==> config.mk <==
export PLATFORM = sky130hd
export DESIGN_NAME = onehot_decoder_pipe
export DESIGN_NICKNAME = d
export VERILOG_FILES = /design/src/rtl/onehot_decoder_pipe_pkg.sv /design/src/rtl/onehot_decoder_pipe_dec.sv /design/src/rtl/onehot_decoder_pipe.sv
export SDC_FILE = /design/constraint.sdc
export NUM_CORES = 1
export LEC_CHECK = 0
export BUFFER_PORTS_ARGS = -buffer_cell sky130_fd_sc_hd__buf_2
export CORE_ASPECT_RATIO = 1.4
export CORE_MARGIN = 2
export CORE_UTILIZATION = 60
export CTS_CLUSTER_SIZE = 12
export DETAILED_ROUTE_END_ITERATION = 16
export PLACE_DENSITY = 0.83
export SLEW_MARGIN = 20
export SYNTH_ARGS = -nofsm -noshare
export SYNTH_HDL_FRONTEND = slang
export SYNTH_HIERARCHICAL = 1
export SYNTH_SLANG_ARGS = --single-unit
export TNS_END_PERCENT = 20
==> constraint.sdc <==
create_clock -name clk -period 3.12 [get_ports clk]
set_clock_uncertainty 0.2 [all_clocks]
set_input_delay 0.624 -clock clk [delete_from_list [all_inputs] [get_ports clk]]
set_output_delay 0.624 -clock clk [all_outputs]
set_load 0.02 [all_outputs]
==> src/rtl/onehot_decoder_pipe_pkg.sv <==
// Shared definitions for the onehot decoder pipe: skid-buffer state encoding
// and the width-legality check also used by onehot_encoder.
package onehot_decoder_pipe_pkg;

  localparam logic [1:0] ST_EMPTY = 2'd0;
  localparam logic [1:0] ST_ONE   = 2'd1;
  localparam logic [1:0] ST_TWO   = 2'd2;

  // A onehot vector needs at least one bit and can use every index code at most once.
  function automatic bit onehot_width_ok(input int in_w, input int out_w);
    return (in_w >= 1) && (in_w <= 30) && (out_w >= 1) && (out_w <= (1 << in_w));
  endfunction

endpackage

==> src/rtl/onehot_decoder_pipe_dec.sv <==
// Purely combinational binary-to-onehot decoder with an out-of-range flag.
module onehot_decoder
  import onehot_decoder_pipe_pkg::*;
#(
  parameter int INPUT_W  = 3,
  parameter int OUTPUT_W = 8
) (
  input  logic [INPUT_W-1:0]  i_bin,
  output logic [OUTPUT_W-1:0] o_oh,
  output logic                o_oor
);

  if (!onehot_width_ok(INPUT_W, OUTPUT_W)) begin : g_bad_width
    $error("onehot_decoder: illegal INPUT_W/OUTPUT_W combination");
  end

  for (genvar k = 0; k < OUTPUT_W; k++) begin : g_bit
    assign o_oh[k] = (i_bin == INPUT_W'(k));
  end

  // One extra bit so OUTPUT_W == 2**INPUT_W is representable in the compare.
  assign o_oor = ({1'b0, i_bin} >= (INPUT_W + 1)'(OUTPUT_W));

endmodule

==> src/rtl/onehot_decoder_pipe.sv <==
// Registered binary-to-onehot decoder with valid/ready on both sides and a
// two-entry skid buffer so every control output stays registered at full rate.
module onehot_decoder_pipe
  import onehot_decoder_pipe_pkg::*;
#(
  parameter int INPUT_W  = 3,
  parameter int OUTPUT_W = 8
) (
  input  logic                clk,
  input  logic                rst_n,
  input  logic [INPUT_W-1:0]  bin_i,
  input  logic                bin_vld_i,
  output logic                bin_rdy_o,
  output logic [OUTPUT_W-1:0] oh_o,
  output logic                oor_o,
  output logic                oh_vld_o,
  input  logic                oh_rdy_i
);

  logic [1:0]          r_state;
  logic                r_rdy;
  logic                r_vld;
  logic [OUTPUT_W-1:0] r_main_oh;
  logic                r_main_oor;
  logic [OUTPUT_W-1:0] r_skid_oh;
  logic                r_skid_oor;

  logic [1:0]          w_state_nxt;
  logic [OUTPUT_W-1:0] w_main_oh_nxt;
  logic                w_main_oor_nxt;
  logic [OUTPUT_W-1:0] w_skid_oh_nxt;
  logic                w_skid_oor_nxt;
  logic [OUTPUT_W-1:0] w_dec_oh;
  logic                w_dec_oor;
  logic                w_in_xfer;
  logic                w_out_xfer;

  onehot_decoder #(
    .INPUT_W  (INPUT_W),
    .OUTPUT_W (OUTPUT_W)
  ) u_dec (
    .i_bin (bin_i),
    .o_oh  (w_dec_oh),
    .o_oor (w_dec_oor)
  );

  assign w_in_xfer  = bin_vld_i & r_rdy;
  assign w_out_xfer = r_vld & oh_rdy_i;

  // Next state and next contents of the main and skid entries.
  always_comb begin
    w_state_nxt    = r_state;
    w_main_oh_nxt  = r_main_oh;
    w_main_oor_nxt = r_main_oor;
    w_skid_oh_nxt  = r_skid_oh;
    w_skid_oor_nxt = r_skid_oor;
    case (r_state)
      ST_EMPTY: begin
        if (w_in_xfer) begin
          w_state_nxt    = ST_ONE;
          w_main_oh_nxt  = w_dec_oh;
          w_main_oor_nxt = w_dec_oor;
        end else begin
          w_state_nxt = ST_EMPTY;
        end
      end
      ST_ONE: begin
        if (w_in_xfer && w_out_xfer) begin
          w_state_nxt    = ST_ONE;
          w_main_oh_nxt  = w_dec_oh;
          w_main_oor_nxt = w_dec_oor;
        end else if (w_in_xfer) begin
          w_state_nxt    = ST_TWO;
          w_skid_oh_nxt  = w_dec_oh;
          w_skid_oor_nxt = w_dec_oor;
        end else if (w_out_xfer) begin
          w_state_nxt    = ST_EMPTY;
          w_main_oh_nxt  = {OUTPUT_W{1'b0}};
          w_main_oor_nxt = 1'b0;
        end else begin
          w_state_nxt = ST_ONE;
        end
      end
      ST_TWO: begin
        // Ready is low here, so only the drain of main can happen.
        if (w_out_xfer) begin
          w_state_nxt    = ST_ONE;
          w_main_oh_nxt  = r_skid_oh;
          w_main_oor_nxt = r_skid_oor;
          w_skid_oh_nxt  = {OUTPUT_W{1'b0}};
          w_skid_oor_nxt = 1'b0;
        end else begin
          w_state_nxt = ST_TWO;
        end
      end
      default: begin
        w_state_nxt    = ST_EMPTY;
        w_main_oh_nxt  = {OUTPUT_W{1'b0}};
        w_main_oor_nxt = 1'b0;
        w_skid_oh_nxt  = {OUTPUT_W{1'b0}};
        w_skid_oor_nxt = 1'b0;
      end
    endcase
  end

  // State, storage and registered handshake outputs; ready stays low while in reset.
  always_ff @(posedge clk) begin
    if (!rst_n) begin
      r_state    <= ST_EMPTY;
      r_rdy      <= 1'b0;
      r_vld      <= 1'b0;
      r_main_oh  <= {OUTPUT_W{1'b0}};
      r_main_oor <= 1'b0;
      r_skid_oh  <= {OUTPUT_W{1'b0}};
      r_skid_oor <= 1'b0;
    end else begin
      r_state    <= w_state_nxt;
      r_rdy      <= (w_state_nxt != ST_TWO);
      r_vld      <= (w_state_nxt != ST_EMPTY);
      r_main_oh  <= w_main_oh_nxt;
      r_main_oor <= w_main_oor_nxt;
      r_skid_oh  <= w_skid_oh_nxt;
      r_skid_oor <= w_skid_oor_nxt;
    end
  end

  assign bin_rdy_o = r_rdy;
  assign oh_vld_o  = r_vld;
  assign oh_o      = r_main_oh;
  assign oor_o     = r_main_oor;

endmodule

After elaboration in Yosys (flattened, before gate mapping):

Cells that the tools add are included.
Widths: inputs -> output; s select.

* register bits after elaboration: 22
* input port bits: 7
* output and inout bits: 11
* word-level logic and storage cells: 54

* equal/unequal tests: 16
* muxes and demuxes: 22
* bitwise logic cells: 3
* reduce and logical (&&, ||, !) cells: 6

Operators with widths (number)
* $mux 8: 6
* $pmux 8 s3: 2
* $eq 3x3->1 const B: 4
* $ne 2x2->1 const B: 5
* $mux 1: 8
* $reduce_and 4->1: 2
* $eq 3x2->1 const B: 2
* $mux 2: 3
* $ne 3x3->1 const B: 2
* $pmux 1 s3: 2
* $pmux 2 s3: 1
* $eq 3x1->1 const B: 1
* $logic_not 3->1: 1
* $and 1x1->1: 2
* $eq 2x1->1 const B: 1
* $eq 2x2->1 const B: 1
* $logic_not 2->1: 1
* $reduce_bool 2->1: 1
* $logic_and 1x1->1: 1
* $not 1->1: 1

Logic depth before layout (Yosys ltp):

Gate-level depths: netlist (run 1).

* word-level depth: 6
* depth in mapped cells: 8
* gate-level depth less buffers: 7

Cells and area by module:

Netlist (run 1), hierarchy kept.

Modules (own cells, without submodules)
* onehot_decoder_pipe: times used 1, cells each 119, area each 1186.1 um2, seq. area each 440.4 um2
* onehot_decoder: times used 1, cells each 10, area each 76.3 um2, seq. area each 0.0 um2

Worst setup path before layout (run 1):

Ideal clock, no wire load.

* path kind: input to register
* start: input port oh_rdy_i
* end: register r_skid_oh[0]
* setup time: 0.117 ns
* data arrival time: 1.905 ns
* data required time: 2.803 ns
* slack: 0.898 ns
* stages on the path: 8
* path buffers: 1
* cell sequence: nand2_1 -> inv_1 -> ha_1 -> nor2b_1 -> a211o_1 -> buf_6 -> a22oi_2 -> nor2b_1

* cells in the longest elaborated chain, start to end: 4
* elaborated cells on any way between the ends: 5
* classes of those cells: eq/ne: 2; bitwise: 1; reduce/logical: 2

Ends and longest elaborated chain
* from (decl): RTL line onehot_decoder_pipe.sv:17 `input logic oh_rdy_i`
* $and 1x1->1 (*): RTL line onehot_decoder_pipe.sv:48 `assign w_out_xfer = r_vld & oh_rdy_i;`
* $logic_and 1x1->1: RTL line onehot_decoder_pipe.sv:68 `if (w_in_xfer && w_out_xfer) begin`
* $ne 2x2->1 (no source line)
* $reduce_and 4->1 (no source line) (*)
* to (signal assigned): RTL line onehot_decoder_pipe.sv:114 `r_skid_oh <= {OUTPUT_W{1'b0}};`
* to (signal assigned): RTL line onehot_decoder_pipe.sv:122 `r_skid_oh <= w_skid_oh_nxt;`
* to (decl): RTL line onehot_decoder_pipe.sv:25 `logic [OUTPUT_W-1:0] r_skid_oh;`

Mark *: on every way between the ends. The rest lies on a longest branch, timed or not.
A chain may end at the register's enable or synchronous reset.

Worst setup path after layout (run 1):

* start: input port oh_rdy_i
* end: register r_skid_oh[6]

The elaborated chain is that of the path after synthesis.

==> PnR_summary.wiki, run 1 <==
{| class="wikitable"
! Metric !! Value
|-
| Setup slack of the worst register-to-register path || 940 ps
|-
| Max Cap Viol || 0
|-
| Setup tns final || 0 ps
|-
| Average via count per standard cell || 5.94
|-
| Headroom to the max-slew limit || 0.536
|-
| Overall routing resource usage || 0.210
|-
| Leakage power || 0.496 nW
|-
| Fraction of the cycle the final worst path needs || 0.717
|-
| Height of the die || 58.3 um
|-
| Post-synth top area cell || sky130_fd_sc_hd__dfxtp_1
|-
| Number of nets with antenna violations after routing || 0
|-
| Launching element type of the critical path || primary input
|-
| Clock transition at the registers of the reported paths || 120 ps
|-
| Worst hold path stage count || 2
|-
| Minimum clock period after layout || 2240 ps
|-
| Most frequent CP cell || sky130_fd_sc_hd__nor2b_1
|-
| Outcome || finished, final reports clean
|-
| Count of endpoints failing hold in the final timing report || 0
|-
| Maximum resistive drop on vdd || 431 uV
|-
| Ys Warns || 6
|-
| Signal arrival time at the worst endpoint || 2260 ps
|-
| Maximum buffer depth of the clock tree || 2
|-
| Via count of the first global-routing pass || 927
|-
| Setup repair after global routing missed its margin || false
|-
| Number of synthesized register bits || 22
|-
| Routed WL || 2.38 mm
|-
| Summed instance area of the synthesized netlist || 1260 sq um
|-
| EDFF count, synth || 0
|-
| Reg2Reg Capture Point || r_skid_oh[6]
|-
| Wire length of the first global-routing pass || 3.97 mm
|-
| Post-layout net count || 151
|-
| Maximum fanout count along the critical path || 9
|-
| Post-synthesis cell count || 129
|-
| Die area || 2490 sq um
|-
| Biggest area contributors in the synthesized netlist || sky130_fd_sc_hd__dfxtp_1, sky130_fd_sc_hd__nor2b_1, sky130_fd_sc_hd__a22oi_2, sky130_fd_sc_hd__a22oi_1, sky130_fd_sc_hd__inv_1
|-
| XOR/XNOR share of the synthesized area || 0.0129
|-
| Crit path kind || in -> reg
|-
| Simple-gate share of the synthesized area || 0.218
|-
| Resized Gates After CTS || 0
|-
| Type of the most critical hold path || reg -> reg
|-
| IO buf count || 17
|-
| Logic depth of the worst register-to-register path || 7
|-
| Worst-margin pin slew || 695 ps
|-
| Worst flop-to-flop path startpoint || oh_vld_o
|-
| Proportion of synthesized area in mux cells || 0.0159
|-
| Number of buffers created by CTS || 3
|-
| Most frequent cells after synthesis || sky130_fd_sc_hd__dfxtp_1, sky130_fd_sc_hd__nor2b_1, sky130_fd_sc_hd__inv_1
|-
| Buffer type at the clock tree root || sky130_fd_sc_hd__clkbuf_4
|-
| Critical path endpoint category || flop
|-
| Mapped Nets || 137
|-
| WP depth || 8
|-
| Number of top-level pins || 18
|-
| Prevailing post-synth register cell || sky130_fd_sc_hd__dfxtp_1
|-
| Post-synthesis share of cell area spent on full adders, half adders and majority gates || 0.00991
|-
| Non-filler cells in the finished layout || 163
|-
| Clock tree from TritonCTS || yes
|-
| Iteration-0 DRC Markers || 15
|-
| Remaining design rule violation count || 0
|-
| Core Footprint || 1970 sq um
|-
| Global route total overflow || 0
|-
| DR pass1 iterations || 4
|-
| Post-CTS Setup Inserts || 0
|-
| Fraction of layout cells with a size suffix above 1 || 0.282
|-
| Routed via count || 969
|-
| Power per cell area || 452 nW/um^2
|-
| Crit-path cells || buf_2 > nand2_1 > inv_1 > ha_1 > nor2b_1 > a211o_1 > a22oi_2 > nor2b_1
|-
| Post-synth ARST share || 0
|-
| Worst min-delay path startpoint || r_skid_oh[1]
|-
| Sinks on the clock net || 22
|-
| Compound-Gate Fraction of Synth Area || 0.295
|-
| Layout filler cell count || 163
|-
| WL per Instance || 14.6 um
|-
| Post-synthesis cell type count || 34
|-
| Hold buffer count at CTS || 0
|-
| Clock Latency Late Sink || 320 ps
|-
| Weighted congestion reported at the end of routability-driven placement || 0.917
|-
| Instance count after placement with tap cells included || 159
|-
| Smallest hold slack || 345 ps
|-
| Area share of the largest cell type after synthesis || 0.349
|-
| Count of buffering cells on the critical path with inverters included || 2
|-
| Critical path required time || 3140 ps
|-
| Row Count || 19
|-
| Pin count of the biggest net entering global routing || 23
|-
| Hold endpoint || r_skid_oh[1]
|-
| Largest stage delay on the critical path || 480 ps
|-
| Max Clock Freq || 0.447 GHz
|-
| Count of inserted antenna diode cells || 0
|-
| Post-detail-place hpwl || 1.76 mm
|-
| Largest family of logic cells by synthesized area || compound AO/OA/AOI/OAI gates
|-
| Setup violators final || 0
|-
| Proportion of synthesized chip area in sequential cells || 0.349
|-
| Synthesized area per cell || 9.79 sq um
|-
| Slowest cell on the critical path || sky130_fd_sc_hd__a211o_1
|-
| CTS H-Tree Depth || 1
|-
| Final max-slew violation count || 0
|-
| Most common cell in the netlist || sky130_fd_sc_hd__dfxtp_1
|-
| Post-route core utilization || 0.694
|-
| Die Span X || 42.8 um
|-
| Area growth syn-to-layout || 8.42%
|-
| Antenna violations before repair || 0
|-
| Effective utilization at floorplan || 0.640
|-
| Largest delay contributor family on the critical path || compound AO/OA/AOI/OAI gates
|}
-- cells in the final DEF, fill, tap and decap left out --
master / n
sky130_fd_sc_hd__and2_1: 2
sky130_fd_sc_hd__inv_1: 17
sky130_fd_sc_hd__nand2_1: 4
sky130_fd_sc_hd__and3b_2: 3
sky130_fd_sc_hd__a211o_1: 1
sky130_fd_sc_hd__nand4b_4: 1
sky130_fd_sc_hd__nor3_1: 1
sky130_fd_sc_hd__ha_1: 1
sky130_fd_sc_hd__dfxtp_1: 22
sky130_fd_sc_hd__nor3b_1: 3
sky130_fd_sc_hd__a22oi_1: 10
sky130_fd_sc_hd__nor2_8: 1
sky130_fd_sc_hd__nand2b_1: 1
sky130_fd_sc_hd__o32ai_1: 7
sky130_fd_sc_hd__mux2i_1: 2
sky130_fd_sc_hd__bufinv_16: 1
sky130_fd_sc_hd__a31oi_1: 2
sky130_fd_sc_hd__a22oi_2: 9
sky130_fd_sc_hd__o2bb2ai_4: 1
sky130_fd_sc_hd__a21boi_0: 1
sky130_fd_sc_hd__and3_2: 1
sky130_fd_sc_hd__o2bb2ai_1: 2
sky130_fd_sc_hd__o22ai_4: 1
sky130_fd_sc_hd__buf_2: 17
sky130_fd_sc_hd__o22ai_1: 1
sky130_fd_sc_hd__a21oi_2: 1
sky130_fd_sc_hd__nor2b_1: 20
sky130_fd_sc_hd__a21oi_1: 1
sky130_fd_sc_hd__clkbuf_4: 3
sky130_fd_sc_hd__nand3b_1: 1
sky130_fd_sc_hd__conb_1: 1
sky130_fd_sc_hd__xnor2_2: 1
sky130_fd_sc_hd__o21ai_0: 2
-- stage by stage --
step | power (mW) | worst slack (ps) | area (sq um)
floorplan | 0.384 | 898 | 1260
global placement | 0.401 | 608 | 1320
detailed placement | 0.402 | 543 | 1320
global route | 0.636 | 728 | 1370
finish | 0.618 | 882 | 1370
CTS | 0.620 | 879 | 1370
-- worst max path at each step --
stage	slack (ps)	endpoint	startpoint
after floorplan	900	r_skid_oh[0]	oh_rdy_i
after global placement	610	r_skid_oh[3]	oh_rdy_i
after detailed placement	540	r_skid_oh[0]	oh_rdy_i
after CTS	880	r_skid_oh[0]	oh_rdy_i
after global routing	730	r_skid_oh[0]	oh_rdy_i
final	880	r_skid_oh[6]	oh_rdy_i
-- sequential cells by signal, indices dropped and copies added (netlist names) --
signal,cells
r_skid_oh,8
bin_rdy_o,1
oh_o,8
r_skid_oor,1
r_state,2
oh_vld_o,1
oor_o,1
-- worst register-to-register path, stage by stage, from the launching register on --
cell and delay, ps:
sky130_fd_sc_hd__dfxtp_1 340, sky130_fd_sc_hd__nand2_1 170, sky130_fd_sc_hd__inv_1 140, sky130_fd_sc_hd__ha_1 310
sky130_fd_sc_hd__nor2b_1 190, sky130_fd_sc_hd__a211o_1 480, sky130_fd_sc_hd__a22oi_2 190, sky130_fd_sc_hd__nor2b_1 60
-- cell families (layout without fill, tap and decap cells) --
| kind of cell | count (synthesis) | in the layout |
|---|---|---|
| AO/OA/AOI/OAI | 39 | 39 |
| AND/OR/NAND/NOR | 38 | 38 |
| flip-flops | 22 | 22 |
| buffers and inverters | 25 | 38 |
| adder cells (fa/ha/maj) | 1 | 1 |
| multiplexers | 2 | 2 |
| XOR/XNOR | 1 | 1 |
| other | 1 | 1 |
-- final cells by class --
type,count,area [sq um],area share
tap,21,26.3,0.0192
inverter,17,63.8,0.0466
clock inverter,1,30.0,0.0219
clock buffer,3,22.5,0.0165
timing repair buffer,17,85.1,0.0622
sequential,22,440,0.322
multi-input combinational,82,701,0.512
-- routing by layer --
metal	up-vias	GRT usage	wire length, um
li1	487	-	-
met1	453	0.231	974
met2	21	0.381	1250
met3	8	0.0280	75
met4	0	0.116	89
met5	-	0	0
-- power breakdown --
group | switching, mW | internal [mW] | total, mW
Clock | 0.0915 | 0.130 | 0.222
Combinational | 0.0571 | 0.0397 | 0.0968
Sequential | 0.0118 | 0.288 | 0.300
Total | 0.160 | 0.458 | 0.618
Power figures use the tool's default switching activity.
==> run 2, diff against run 1 <==
--- a/config.mk
+++ b/config.mk
@@ -5,13 +5,14 @@
 export SDC_FILE = /design/constraint.sdc
 export NUM_CORES = 1
 export LEC_CHECK = 0
+export ABC_AREA = 1
 export BUFFER_PORTS_ARGS = -buffer_cell sky130_fd_sc_hd__buf_2
 export CORE_ASPECT_RATIO = 1.4
 export CORE_MARGIN = 2
-export CORE_UTILIZATION = 60
+export CORE_UTILIZATION = 49
 export CTS_CLUSTER_SIZE = 12
 export DETAILED_ROUTE_END_ITERATION = 16
-export PLACE_DENSITY = 0.83
+export PLACE_DENSITY = 0.73
 export SLEW_MARGIN = 20
 export SYNTH_ARGS = -nofsm -noshare
 export SYNTH_HDL_FRONTEND = slang
==> constraint.sdc (replaced) <==
create_clock -name clk -period 1.9 [get_ports clk]
set_clock_uncertainty 0.2 [all_clocks]
set_input_delay 0.38 -clock clk [delete_from_list [all_inputs] [get_ports clk]]
set_output_delay 0.38 -clock clk [all_outputs]
set_load 0.02 [all_outputs]
==> run 2 against run 1 <==
- die area grew 11%
- register-to-register slack got worse by 730 ps
- worst hold slack lost 270 ps
- sequential share of layout area increased by 1.8 points
- worst setup slack got worse by 680 ps
- highest routed layer unchanged
- cell count grew 20%
- combinational power grew 89%
- critical endpoint is now oh_vld_o
- sequential power rose by 63%
- synthesized area shrank 8.1%
- clock-buffer cell count unchanged
- first-iteration DRC count grew to 4.1 times the previous value
==> PnR_summary.wiki, run 2 <==
{| class="wikitable"
! Metric !! Value
|-
| Outcome || finished, final reports clean
|-
| Worst flop-to-flop path startpoint || r_state[0]
|-
| Number of buffers created by CTS || 3
|-
| Post-layout total power || 1.03 mW
|-
| Routed via count || 1077
|-
| Via count of the first global-routing pass || 1016
|-
| Routed WL || 2.51 mm
|-
| Commonest non-fill, non-tap cell in the layout || sky130_fd_sc_hd__nand2_1
|-
| Layout filler cell count || 224
|-
| Type of the most critical hold path || in -> reg
|-
| Crit path kind || reg -> reg
|-
| Summed instance area of the synthesized netlist || 1160 sq um
|-
| Fraction of the cycle the final worst path needs || 0.892
|-
| Post-detail-place hpwl || 1.94 mm
|-
| Weighted congestion reported at the end of routability-driven placement || 0.824
|-
| Critical path required time || 1910 ps
|-
| Area share of the largest cell type after synthesis || 0.380
|-
| Launching element type of the critical path || flop
|-
| Setup violators final || 0
|-
| Biggest area contributors in the synthesized netlist || sky130_fd_sc_hd__dfxtp_1, sky130_fd_sc_hd__nand2_1, sky130_fd_sc_hd__nand4_1, sky130_fd_sc_hd__a21oi_2, sky130_fd_sc_hd__nand3_1
|-
| Resized Gates After CTS || 0
|-
| Post-synthesis cell count || 157
|-
| Post-synth ARST share || 0
|-
| Overall routing resource usage || 0.214
|-
| Worst hold path stage count || 3
|-
| Clock transition at the registers of the reported paths || 120 ps
|-
| CTS H-Tree Depth || 1
|-
| WL per Instance || 12.8 um
|-
| Post-synth top area cell || sky130_fd_sc_hd__dfxtp_1
|-
| Die area || 2780 sq um
|-
| DR pass1 iterations || 4
|-
| Remaining design rule violation count || 0
|-
| Number of synthesized register bits || 22
|-
| Number of top-level pins || 18
|-
| Wire length of the first global-routing pass || 4.32 mm
|-
| Post-CTS Setup Inserts || 0
|-
| IO buf count || 17
|-
| Max Cap Viol || 0
|-
| Iteration-0 DRC Markers || 62
|-
| Most frequent cells after synthesis || sky130_fd_sc_hd__nand2_1, sky130_fd_sc_hd__dfxtp_1, sky130_fd_sc_hd__nand4_1
|-
| Die Span X || 45.1 um
|-
| Effective utilization at floorplan || 0.527
|-
| Synthesized area per cell || 7.39 sq um
|-
| Critical Path Source || r_state[0]
|-
| Core Footprint || 2200 sq um
|-
| Setup tns final || 0 ps
|-
| Max Clock Freq || 0.590 GHz
|-
| Area growth syn-to-layout || 11.9%
|-
| Final max-slew violation count || 0
|-
| Post-synthesis cell type count || 22
|-
| Most used cells in the layout excluding fill and tap cells || sky130_fd_sc_hd__nand2_1, sky130_fd_sc_hd__dfxtp_1, sky130_fd_sc_hd__nand4_1
|-
| Number of nets with antenna violations after routing || 0
|-
| Minimum clock period after layout || 1690 ps
|-
| Average via count per standard cell || 5.49
|-
| Buffer type at the clock tree root || sky130_fd_sc_hd__clkbuf_4
|-
| Height of the die || 61.6 um
|-
| Sinks on the clock net || 22
|-
| Count of inserted antenna diode cells || 0
|-
| Pin count of the biggest net entering global routing || 15
|-
| Proportion of synthesized chip area in sequential cells || 0.380
|-
| EDFF count, synth || 0
|-
| Maximum resistive drop on vdd || 415 uV
|-
| Antenna violations before repair || 0
|-
| Critical path endpoint category || flop
|-
| Maximum buffer depth of the clock tree || 2
|-
| Worst min-delay path startpoint || rst_n
|-
| Logic depth of the worst register-to-register path || 5
|-
| Leakage power || 0.561 nW
|-
| Maximum fanout count along the critical path || 11
|-
| Most common cell in the netlist || sky130_fd_sc_hd__nand2_1
|-
| Row Count || 20
|-
| Power per cell area || 798 nW/um^2
|-
| Clock Latency Late Sink || 320 ps
|-
| Clock tree from TritonCTS || yes
|-
| Hold buffer count at CTS || 0
|-
| Register cell area after layout || 440 sq um
|-
| Global route total overflow || 0
|-
| Mapped Nets || 165
|-
| Signal arrival time at the worst endpoint || 1710 ps
|-
| Post-layout net count || 183
|-
| Setup repair after global routing missed its margin || false
|-
| Count of endpoints failing hold in the final timing report || 0
|-
| Prevailing post-synth register cell || sky130_fd_sc_hd__dfxtp_1
|-
| Ys Warns || 6
|-
| Area taken by multi-input logic gates || 632 sq um
|-
| Fraction of layout cells with a size suffix above 1 || 0.253
|}
==> run 2: cell count changes in the layout (fill, tap and decap cells not counted), sizes merged, moves of 7 or more <==
| cell | change |
|---|---|
| a22oi | -19 |
| nor2b | -20 |
| o32ai | -7 |
| nand2 | +47 |
| nor2 | +11 |
| inv | -7 |
| nand4 | +18 |
| nand3 | +12 |
| a21oi | +16 |
==> run 2: cell families (layout without fill, tap and decap cells) <==
family / after synthesis / after routing / synth area share
compound gates: 22 / 22 / 0.124
fa+ha+maj: 1 / 1 / 0.0108
simple gates: 94 / 94 / 0.407
buf+inv: 17 / 34 / 0.0755
other cells: 1 / 1 / 0.00323
flops: 22 / 22 / 0.380
==> run 2: where the power goes <==
group,switching (mW),internal (mW),leakage [nW]
combinational,0.126,0.0568,0.355
sequential,0.0131,0.477,0.178
clock,0.148,0.213,0.0279
==> run 2: through the flow <==
step	utilization	hold WS (ps)	worst slack [ps]	area, sq um	std cells
after floorplan	-	245	260	1160	157
after global placement	0.565	259	157	1240	192
after detailed placement	0.565	259	96.4	1240	192
after CTS	0.589	80.4	210	1300	196
after global routing	0.589	93.7	57.8	1300	196
final	0.589	77.6	206	1300	196
==> run 2: path summary, 6_finish.rpt <==
kind / endpoint / slack [ps]
min: bin_rdy_o / 80
min reg2reg: r_skid_oor / 270
max: oh_vld_o / 210
max reg2reg: oh_vld_o / 210
==> run 2: metal layers <==
layer  vias up  wire length [um]  track usage
li1        563                 -            -
met1       469              1010        0.247
met2        38              1300        0.378
met3         7               146       0.0352
met4         0                56        0.101
met5         -                 0            0
==> run 2: layout make-up <==
class                           instances  share of cell area
Multi-Input combinational cell        118               0.487
Sequential cell                        22               0.339
Timing Repair Buffer                   20              0.0829
Inverter                               10              0.0289
Clock inverter                          1              0.0231
Tap cell                               22              0.0212
Clock buffer                            3              0.0174
==> run 2: critical path, cell delays in order, from the launching register on <==
cell and delay (ps):
sky130_fd_sc_hd__dfxtp_1 540, sky130_fd_sc_hd__nor2_2 80, sky130_fd_sc_hd__nand2_1 330, sky130_fd_sc_hd__o21ai_1 130, sky130_fd_sc_hd__o21ai_1 210, sky130_fd_sc_hd__o21ai_1 90
